[config.mk]
export PLATFORM = sky130hd
export DESIGN_NAME = n_bit_adder_flags
export DESIGN_NICKNAME = d
export VERILOG_FILES = /design/src/rtl/n_bit_adder_flags.sv
export SDC_FILE = /design/constraint.sdc
export NUM_CORES = 1
export LEC_CHECK = 0
export CORE_AREA = 2 2 39 41
export CTS_CLUSTER_SIZE = 25
export DETAILED_ROUTE_END_ITERATION = 8
export DIE_AREA = 0 0 41 43
export PLACE_DENSITY = 0.65
export SLEW_MARGIN = 20
export SYNTH_ARGS = -nofsm -noshare
export SYNTH_HDL_FRONTEND = slang
export SYNTH_SLANG_ARGS = --single-unit
[constraint.sdc]
create_clock -name clk -period 0.8 [get_ports clk]
set_input_delay 0.24 -clock clk [delete_from_list [all_inputs] [get_ports clk]]
set_output_delay 0.24 -clock clk [all_outputs]
set_load 0.05 [all_outputs]
[src/rtl/n_bit_adder_flags.sv]
// Registered N-bit ripple-carry adder with {N,Z,C,V} status flags.
// Operands are captured on an in_valid clock edge, and the result is valid one cycle later.
module n_bit_adder_flags #(
    parameter int N = 4
) (
    input  logic         clk,
    input  logic         rst_n,
    input  logic         in_valid,
    input  logic [N-1:0] a,
    input  logic [N-1:0] b,
    output logic [N-1:0] r,
    output logic [3:0]   f,
    output logic         out_valid
);

    logic [N:0]   carry;
    logic [N-1:0] sum_next;
    logic [3:0]   flags_next;

    logic [N-1:0] r_reg;
    logic [3:0]   f_reg;
    logic         out_valid_reg;

    assign carry[0] = 1'b0;

    generate
        for (genvar gi = 0; gi < N; gi++) begin : g_full_adder
            assign sum_next[gi]  = a[gi] ^ b[gi] ^ carry[gi];
            assign carry[gi+1]   = (a[gi] & b[gi]) | (carry[gi] & (a[gi] ^ b[gi]));
        end
    endgenerate

    // Signed overflow occurs when the carry into the MSB differs from the carry out of it.
    always_comb begin
        flags_next    = 4'b0000;
        flags_next[3] = sum_next[N-1];
        flags_next[2] = (sum_next == '0);
        flags_next[1] = carry[N];
        flags_next[0] = carry[N] ^ carry[N-1];
    end

    always_ff @(posedge clk or negedge rst_n) begin
        if (!rst_n) begin
            r_reg         <= '0;
            f_reg         <= 4'b0000;
            out_valid_reg <= 1'b0;
        end else begin
            out_valid_reg <= in_valid;
            if (in_valid) begin
                r_reg <= sum_next;
                f_reg <= flags_next;
            end
        end
    end

    assign r         = r_reg;
    assign f         = f_reg;
    assign out_valid = out_valid_reg;

endmodule

# After elaboration in Yosys (flattened, before gate mapping)
# Cells that the tools add are included.
dict set report word_totals {
  reg_bits 9
  input_bits 11
}
dict set report op_classes {
  reduce_logical 1
  n_bitwise 18
}
# op count
set op_table {}
lappend op_table {{$xor A1 B1 Y1} 8}
lappend op_table {{$and A1 B1 Y1} 7}
lappend op_table {{$logic_not A4 Y1} 1}
lappend op_table {{$or A1 B1 Y1} 3}

# Logic depth before layout (Yosys ltp)
# Gate-level depths: netlist of run 1.
dict set report depth {
  ltp_word 8
  ltp_mapped 7
  ltp_nobuf 7
}

# Worst setup path after synthesis of run 1
# Ideal clock, no wire load.
dict set report synth_timing {
  kind {input -> register}
  startpoint {input port a[0]}
  endpoint {register f_reg[2], in the netlist f[2]}
  path_stages 7
  required_ns 0.675
  n_path_buf 0
  arrival_time_ns 2.081
  slack_ns -1.406
  setup_time_ns 0.125
  path_cell_list {ha_1 > fa_1 > fa_1 > inv_1 > fa_1 > nor4b_2 > mux2_4}
}
dict set report synth_between {
  elab_chain_len 7
}
# item line
set synth_lines {}
lappend synth_lines {{start: declaration} 9} ;# input logic [N-1:0] a,
lappend synth_lines {{$and A1 B1 Y1 (2 in a row)} 29} ;# assign carry[gi+1] = (a[gi] & b[gi]) | (carry[gi] & (a[gi] ^ b[gi]));
lappend synth_lines {{$or A1 B1 Y1} 29}
lappend synth_lines {{$and A1 B1 Y1} 29}
lappend synth_lines {{$or A1 B1 Y1} 29}
lappend synth_lines {{$xor A1 B1 Y1} 28} ;# assign sum_next[gi] = a[gi] ^ b[gi] ^ carry[gi];
lappend synth_lines {{$logic_not A4 Y1 *} 37} ;# flags_next[2] = (sum_next == '0);
lappend synth_lines {{end signal: assignment} 51} ;# f_reg <= flags_next;
lappend synth_lines {{end: declaration} 21} ;# logic [3:0] f_reg;
# Every way passes the cells marked *; elsewhere a longest branch is shown, timed or not.
# A chain may end at the register's enable or synchronous reset.

# Worst setup path in the final report of run 1
# Ends and elaborated chain as after synthesis.

==> summary.md, run 1 <==
| Metric | Value |
|---|---|
| Post-DR wirelength/cell | 14.1 µm |
| Critical Path AT | 2150 ps |
| Max-slew violations | 0 |
| Dpl cells | 65 |
| Critical Path RT | 940 ps |
| Clk root buf | clkbuf_4 |
| Die height | 43 µm |
| Most frequent cell after synthesis | dfrtp_1 |
| Post-cts hold buffer count | 0 |
| Rel. slew slack | 0.881 |
| I/O pin cnt | 20 |
| Bufs on Longest Clock Path | 2 |
| Flop-to-flop setup slack | -140 ps |
| Synth unique cells | 10 |
| DP Worst Slack | -1900 ps |
| Max reg flops | 4 |
| Initial antenna violation count | 0 |
| Vias in the first global route | 355 |
| Mean post-synth cell area | 15.3 µm² |
| Critical path startpoint category | input port |
| Post-layout util | 0.599 |
| Die width | 41 µm |
| CP max FO | 2 |
| Layout Cells excl Fill | 73 |
| CTS tree | done |
| Fin crit period | 2010 ps |
| RSZ-0062 raised after global routing | true |
| Vias | 305 |
| Async set-reset flop share out of synthesis | 1.00 |
| Inserted Clock Buffers | 3 |
| DRT Pass-1 Iters | 2 |
| Met1 global-route usage | 0.159 |
| Mapped Area | 429 µm² |
| Top cells by area, synth | dfrtp_1, mux2_4, fa_1 |
| Clock skew | 0 ps |
| Initial Util | 0.310 |
| Met2 Usage GRT | 0.269 |
| Worst Tran Pin Value | 178 ps |
| FMAX | 497 MHz |
| Synth Register Bits | 8 |
| CTS clk-pin slew, worst paths | 60 ps |
| Post-synth top area share | 0.466 |
| Post-synth top cells | dfrtp_1, inv_1, mux2_4, fa_1, mux2i_1 |
| Number of fillers in the final layout | 115 |
| Largest net degree at the start of global routing | 9 |
| Die Area | 1760 µm² |
| Final Hold Viols | 0 |
| Worst R2R Start | r[2] |
| Placer Congestion | 0.689 |
| Setup ws final | -1210 ps |
| Worst-Skew Late Latency | 260 ps |
| Synth warn | 0 |
| CP startpoint | a[0] |
| Row count | 14 |
| Final HPWL DP | 896 µm |
| Post-Layout Inst Area | 830 µm² |
| Port bufs | 19 |
| Cell count after synthesis | 28 |
| DRC | 0 |
| GR Overflow Total | 0 |
| Main synth FF type | dfrtp_1 |
| Initial drt markers | 4 |
| Total GRT Usage | 0.155 |
| Status | complete, but fails checks |
| Largest area contributor in the netlist | dfrtp_1 |
| EDFF count, synth | 0 |
| P per Cell Area | 2270 nW/µm² |
| Hold crit path type | in2async |
| DR vias/cell | 4.18 |
| CTS H-Tree Depth | 1 |
| Worst Setup End Kind | register |
| Max_cap viols | 0 |
| Clock Sinks | 8 |
| Peak VDD IR | 1080 µV |
| Area of the multi-input gates | 218 µm² |
| Layout area overhead | 93.3% |
| Global route hottest layer | met2 |
| Fin crit share | 2.52 |
| Setup TNS Final | -7610 ps |
| Share of cells above drive strength 1 | 0.702 |
| Met3 usage | 0.0366 |
| Post-route ant nets | 0 |
| Storage element area | 209 µm² |
| Syn nets | 43 |
| DP Area | 767 µm² |
| Failing checks | setup timing |
| Antenna diode count | 0 |
| Post-Route WL | 1.03 mm |
| WHS | 265 ps |
| CORE AREA | 1380 µm² |
| Leakage Power | 0.386 nW |
| Crit Path Class | in2reg |
| First-pass GRT wire length | 1.68 mm |
| Endpoints failing setup | 16 |
| Final #Nets | 73 |
| Register area share after synthesis | 0.466 |
| Total power | 1.88 mW |
[kinds of logic (layout without fill, tap and decap cells)]
| logic type | count (synthesis) | after routing | synth area share |
|---|---|---|---|
| flip-flops | 8 | 8 | 0.466 |
| multiplexers | 7 | 7 | 0.222 |
| buffers and inverters | 7 | 36 | 0.0875 |
| adder cells (fa/ha/maj) | 4 | 4 | 0.169 |
| XOR/XNOR | 1 | 1 | 0.0204 |
| AND/OR/NAND/NOR | 1 | 1 | 0.0350 |
[cell usage in the layout (no fill, tap or decap), drive strengths merged]
cell	n
buf	19
dfrtp	8
clkdlybuf4s50	6
mux2	5
inv	5
clkbuf	5
fa	3
mux2i	2
nor4b	1
xnor2	1
ha	1
clkdlybuf4s15	1
[final cells by class]
class / count / area share
repair buffers: 27 / 0.407
clock buffers: 4 / 0.0317
inverters: 5 / 0.0226
multi-input cells: 13 / 0.262
well taps: 16 / 0.0241
flip-flops and latches: 8 / 0.252
[layer usage]
layer | share of wire | vias up
met5 | 0 | -
met3 | 0.051 | 2
met2 | 0.61 | 11
met1 | 0.32 | 146
li1 | - | 146
met4 | 0.014 | 0
[what timing repair did]
action	in CTS	in global routing
endpoints found under the hold margin	0	0
endpoints found under the setup margin	16	16
gates resized for setup	12	4
setup buffers	3	2
pin swaps	4	4
[worst max-delay path, stage by stage]
cell     delay, ps
buf_6          100
ha_4           150
fa_2           360
fa_2           390
inv_2           70
fa_1           440
nor4b_4        150
mux2_4         250
[worst paths after layout]
check                           endpoint  cells past startpoint
worst max-delay path                f[2]                      8
worst min-delay path                r[3]                      2
worst max register to register      r[2]                      2
worst min register to register      r[1]                      1
max in group asynchronous           r[0]                      2
min in group clk                    r[0]                      3
[power breakdown]
group	switching [mW]	leakage (nW)	total (mW)	internal (mW)
logic	0.442	0.283	0.973	0.531
clock network	0.150	0.0150	0.341	0.192
registers	0.0845	0.0885	0.570	0.485
(Power assumes the default switching activity.)
==> run 2: changes to the inputs <==
- REMOVE_ABC_BUFFERS: unset -> 1
- clock period: 0.8 -> 1.96 ns (I/O delays scaled with it)
==> run 2 against run 1 <==
  * The flow still finishes with violations (setup timing)
  * Core utilization fell by 11 points
  * Non-clock buffer count is 4 lower
  * Hold slack improved by 250 ps
  * Via count fell by 9.5%
  * Largest cell class is now multi-input gates
==> summary.md, run 2 (synthesized netlist as in run 1, its figures left out) <==
| Metric | Value |
|---|---|
| Status | complete, but fails checks |
| Failing checks | setup timing |
| CP cell instances | buf_6 > ha_4 > fa_2 > fa_2 > inv_2 > fa_1 > nor4b_4 > mux2_4 |
| Initial antenna violation count | 0 (unchanged) |
| Initial Util | 0.310 (unchanged) |
| Total power | 0.625 mW (-67%) |
| DRC | 0 (unchanged) |
| Post-Layout Inst Area | 678 µm² (-18%) |
| Max reg flops | 4 (unchanged) |
| Bufs on Longest Clock Path | 2 (unchanged) |
| Max-slew violations | 0 (unchanged) |
| P per Cell Area | 921 nW/µm² (-59%) |
| Post-route ant nets | 0 (unchanged) |
| Commonest non-fill, non-tap cell in the layout | buf_4 |
| Vias in the first global route | 299 (-16%) |
| CP most frequent cell | fa_2 |
| Critical path startpoint category | input port |
| Number of fillers in the final layout | 130 (+13%) |
| Final HPWL DP | 604 µm (-33%) |
| CTS clk-pin slew, worst paths | 50 ps (about the same) |
| I/O pin cnt | 20 (unchanged) |
| Final Hold Viols | 0 (unchanged) |
| Met2 Usage GRT | 0.144 (-0.125) |
| Area of the multi-input gates | 218 µm² (unchanged) |
| Critical Path AT | 2430 ps (+280 ps) |
| Fin crit share | 1.17 |
| Post-DR wirelength/cell | 10.7 µm (-24%) |
| GR Overflow Total | 0 (unchanged) |
| Leakage Power | 0.334 nW (-14%) |
| Rel. slew slack | 0.716 (-0.165) |
| Die width | 41 µm (unchanged) |
| FMAX | 435 MHz |
| Crit Path Class | in2reg |
| Global route hottest layer | met2 |
| Worst-Skew Late Latency | 240 ps (-20 ps) |
| CTS H-Tree Depth | 1 (unchanged) |
| CTS tree | done |
| Slowest stage delay, CP | 420 ps (-20 ps) |
| Clk root buf | clkbuf_4 |
| CP max FO | 2 (unchanged) |
| Total GRT Usage | 0.106 (-0.0485) |
| Endpoints failing setup | 3 (-13) |
| Vias | 276 (-9.5%) |
| Initial drt markers | 0 (-4) |
| Largest net degree at the start of global routing | 9 (unchanged) |
| Setup TNS Final | -560 ps (+7050 ps) |
| Die height | 43 µm (unchanged) |
| DP Area | 621 µm² (-19%) |
| CP max-delay cell | fa_1 |
| Fin crit period | 2300 ps |
| Die Area | 1760 µm² (unchanged) |
| Met1 global-route usage | 0.126 (-0.0325) |
| Worst Setup End Kind | register |
| Placer Congestion | 0.625 (-9.4%) |
| Clock skew | 0 ps (unchanged) |
| CORE AREA | 1380 µm² (unchanged) |
| Met3 usage | 0.0471 (+0.0105) |
| Max_cap viols | 0 (unchanged) |
| Row count | 14 (unchanged) |
| Setup ws final | -340 ps (+873 ps) |
| DRT Pass-1 Iters | 1 (-1) |
| Most frequent cells in the layout | buf_4, dfrtp_1, clkdlybuf4s50_1 |
| DR vias/cell | 4.06 (-2.9%) |
| Critical Path RT | 2090 ps (+1150 ps) |
| Clock Sinks | 8 (unchanged) |
| Share of cells above drive strength 1 | 0.538 (-0.163) |
| DP Worst Slack | -1060 ps (+837 ps) |
| Post-Route WL | 729 µm (-29%) |
| RSZ-0062 raised after global routing | true |
| Hold crit path type | reg2reg |
| Storage element area | 200 µm² (-4.2%) |
| Antenna diode count | 0 (unchanged) |
| Peak VDD IR | 447 µV (-59%) |
| Layout area overhead | 58.0% |
| First-pass GRT wire length | 1.17 mm (-31%) |
| Port bufs | 19 (unchanged) |
| Worst Tran Pin Value | 425 ps (+246 ps) |
| Inserted Clock Buffers | 3 (unchanged) |
| Final #Nets | 69 (-5.5%) |
## run 2: cell count changes in the layout (fill, tap and decap cells not counted)
cell           before  now
dlygate4sd2_1       0    1
dfrtp_1             1    8
clkbuf_1            1    0
buf_12              9    0
clkbuf_2            1    0
buf_4               8   13
dfrtp_2             7    0
## run 2: per-layer routing
layer,share of wire,vias up
li1,-,137
met1,0.40,128
met2,0.51,11
met3,0.093,0
met4,0,0
met5,0,-
## run 2: worst paths after layout
kind / start / to / slack, ps / depth (start not counted)
min: r[0] / r[0] / 510 / 1
max reg2reg: f[2] / f[2] / 1200 / 1
max in group asynchronous: rst_n / f[0] / 1080 / 1
max: a[0] / f[2] / -340 / 8
min in group asynchronous: rst_n / f[2] / 620 / 1
min reg2reg: r[0] / r[0] / 510 / 1
## run 2: metrics by stage
stage	hold slack [ps]	util	instances
2_1_floorplan	292	-	26
3_3_place_gp	503	0.448	64
3_5_place_dp	500	0.448	64
4_1_cts	515	0.484	68
5_1_grt	533	0.490	68
6_report	514	0.490	68
## run 2: where the power goes
group | leakage (nW) | switching, mW | internal, mW
Combinational | 0.224 | 0.170 | 0.123
Sequential | 0.0955 | 0.0163 | 0.193
Clock | 0.0138 | 0.0528 | 0.0699
## run 2: worst max-delay path, delay by kind of cell
family,cells,cell delay (ps)
buf+inv,2,160
fa+ha+maj,4,1300
mux,1,250
simple gates,1,140
## run 2: what timing repair did
item / 4_1_cts / 5_1_grt
hold buffers: 0 / 0
pin swaps: 4 / 4
buffers inserted: 1 / 0
gates resized for setup: 16 / 1
endpoints found under the setup margin: 5 / 4
## run 2: layout make-up
cell class | count | share of cell area
Clock buffer | 3 | 0.0332
Timing Repair Buffer | 23 | 0.293
Tap cell | 16 | 0.0295
Multi-Input combinational cell | 13 | 0.321
Sequential cell | 8 | 0.295
Inverter | 5 | 0.0277
==> run 3: changes to the inputs <==
- CTS_CLUSTER_DIAMETER: unset -> 200
==> results of run 3 <==
Final layout, timing and power as in run 2 (identical DEF).
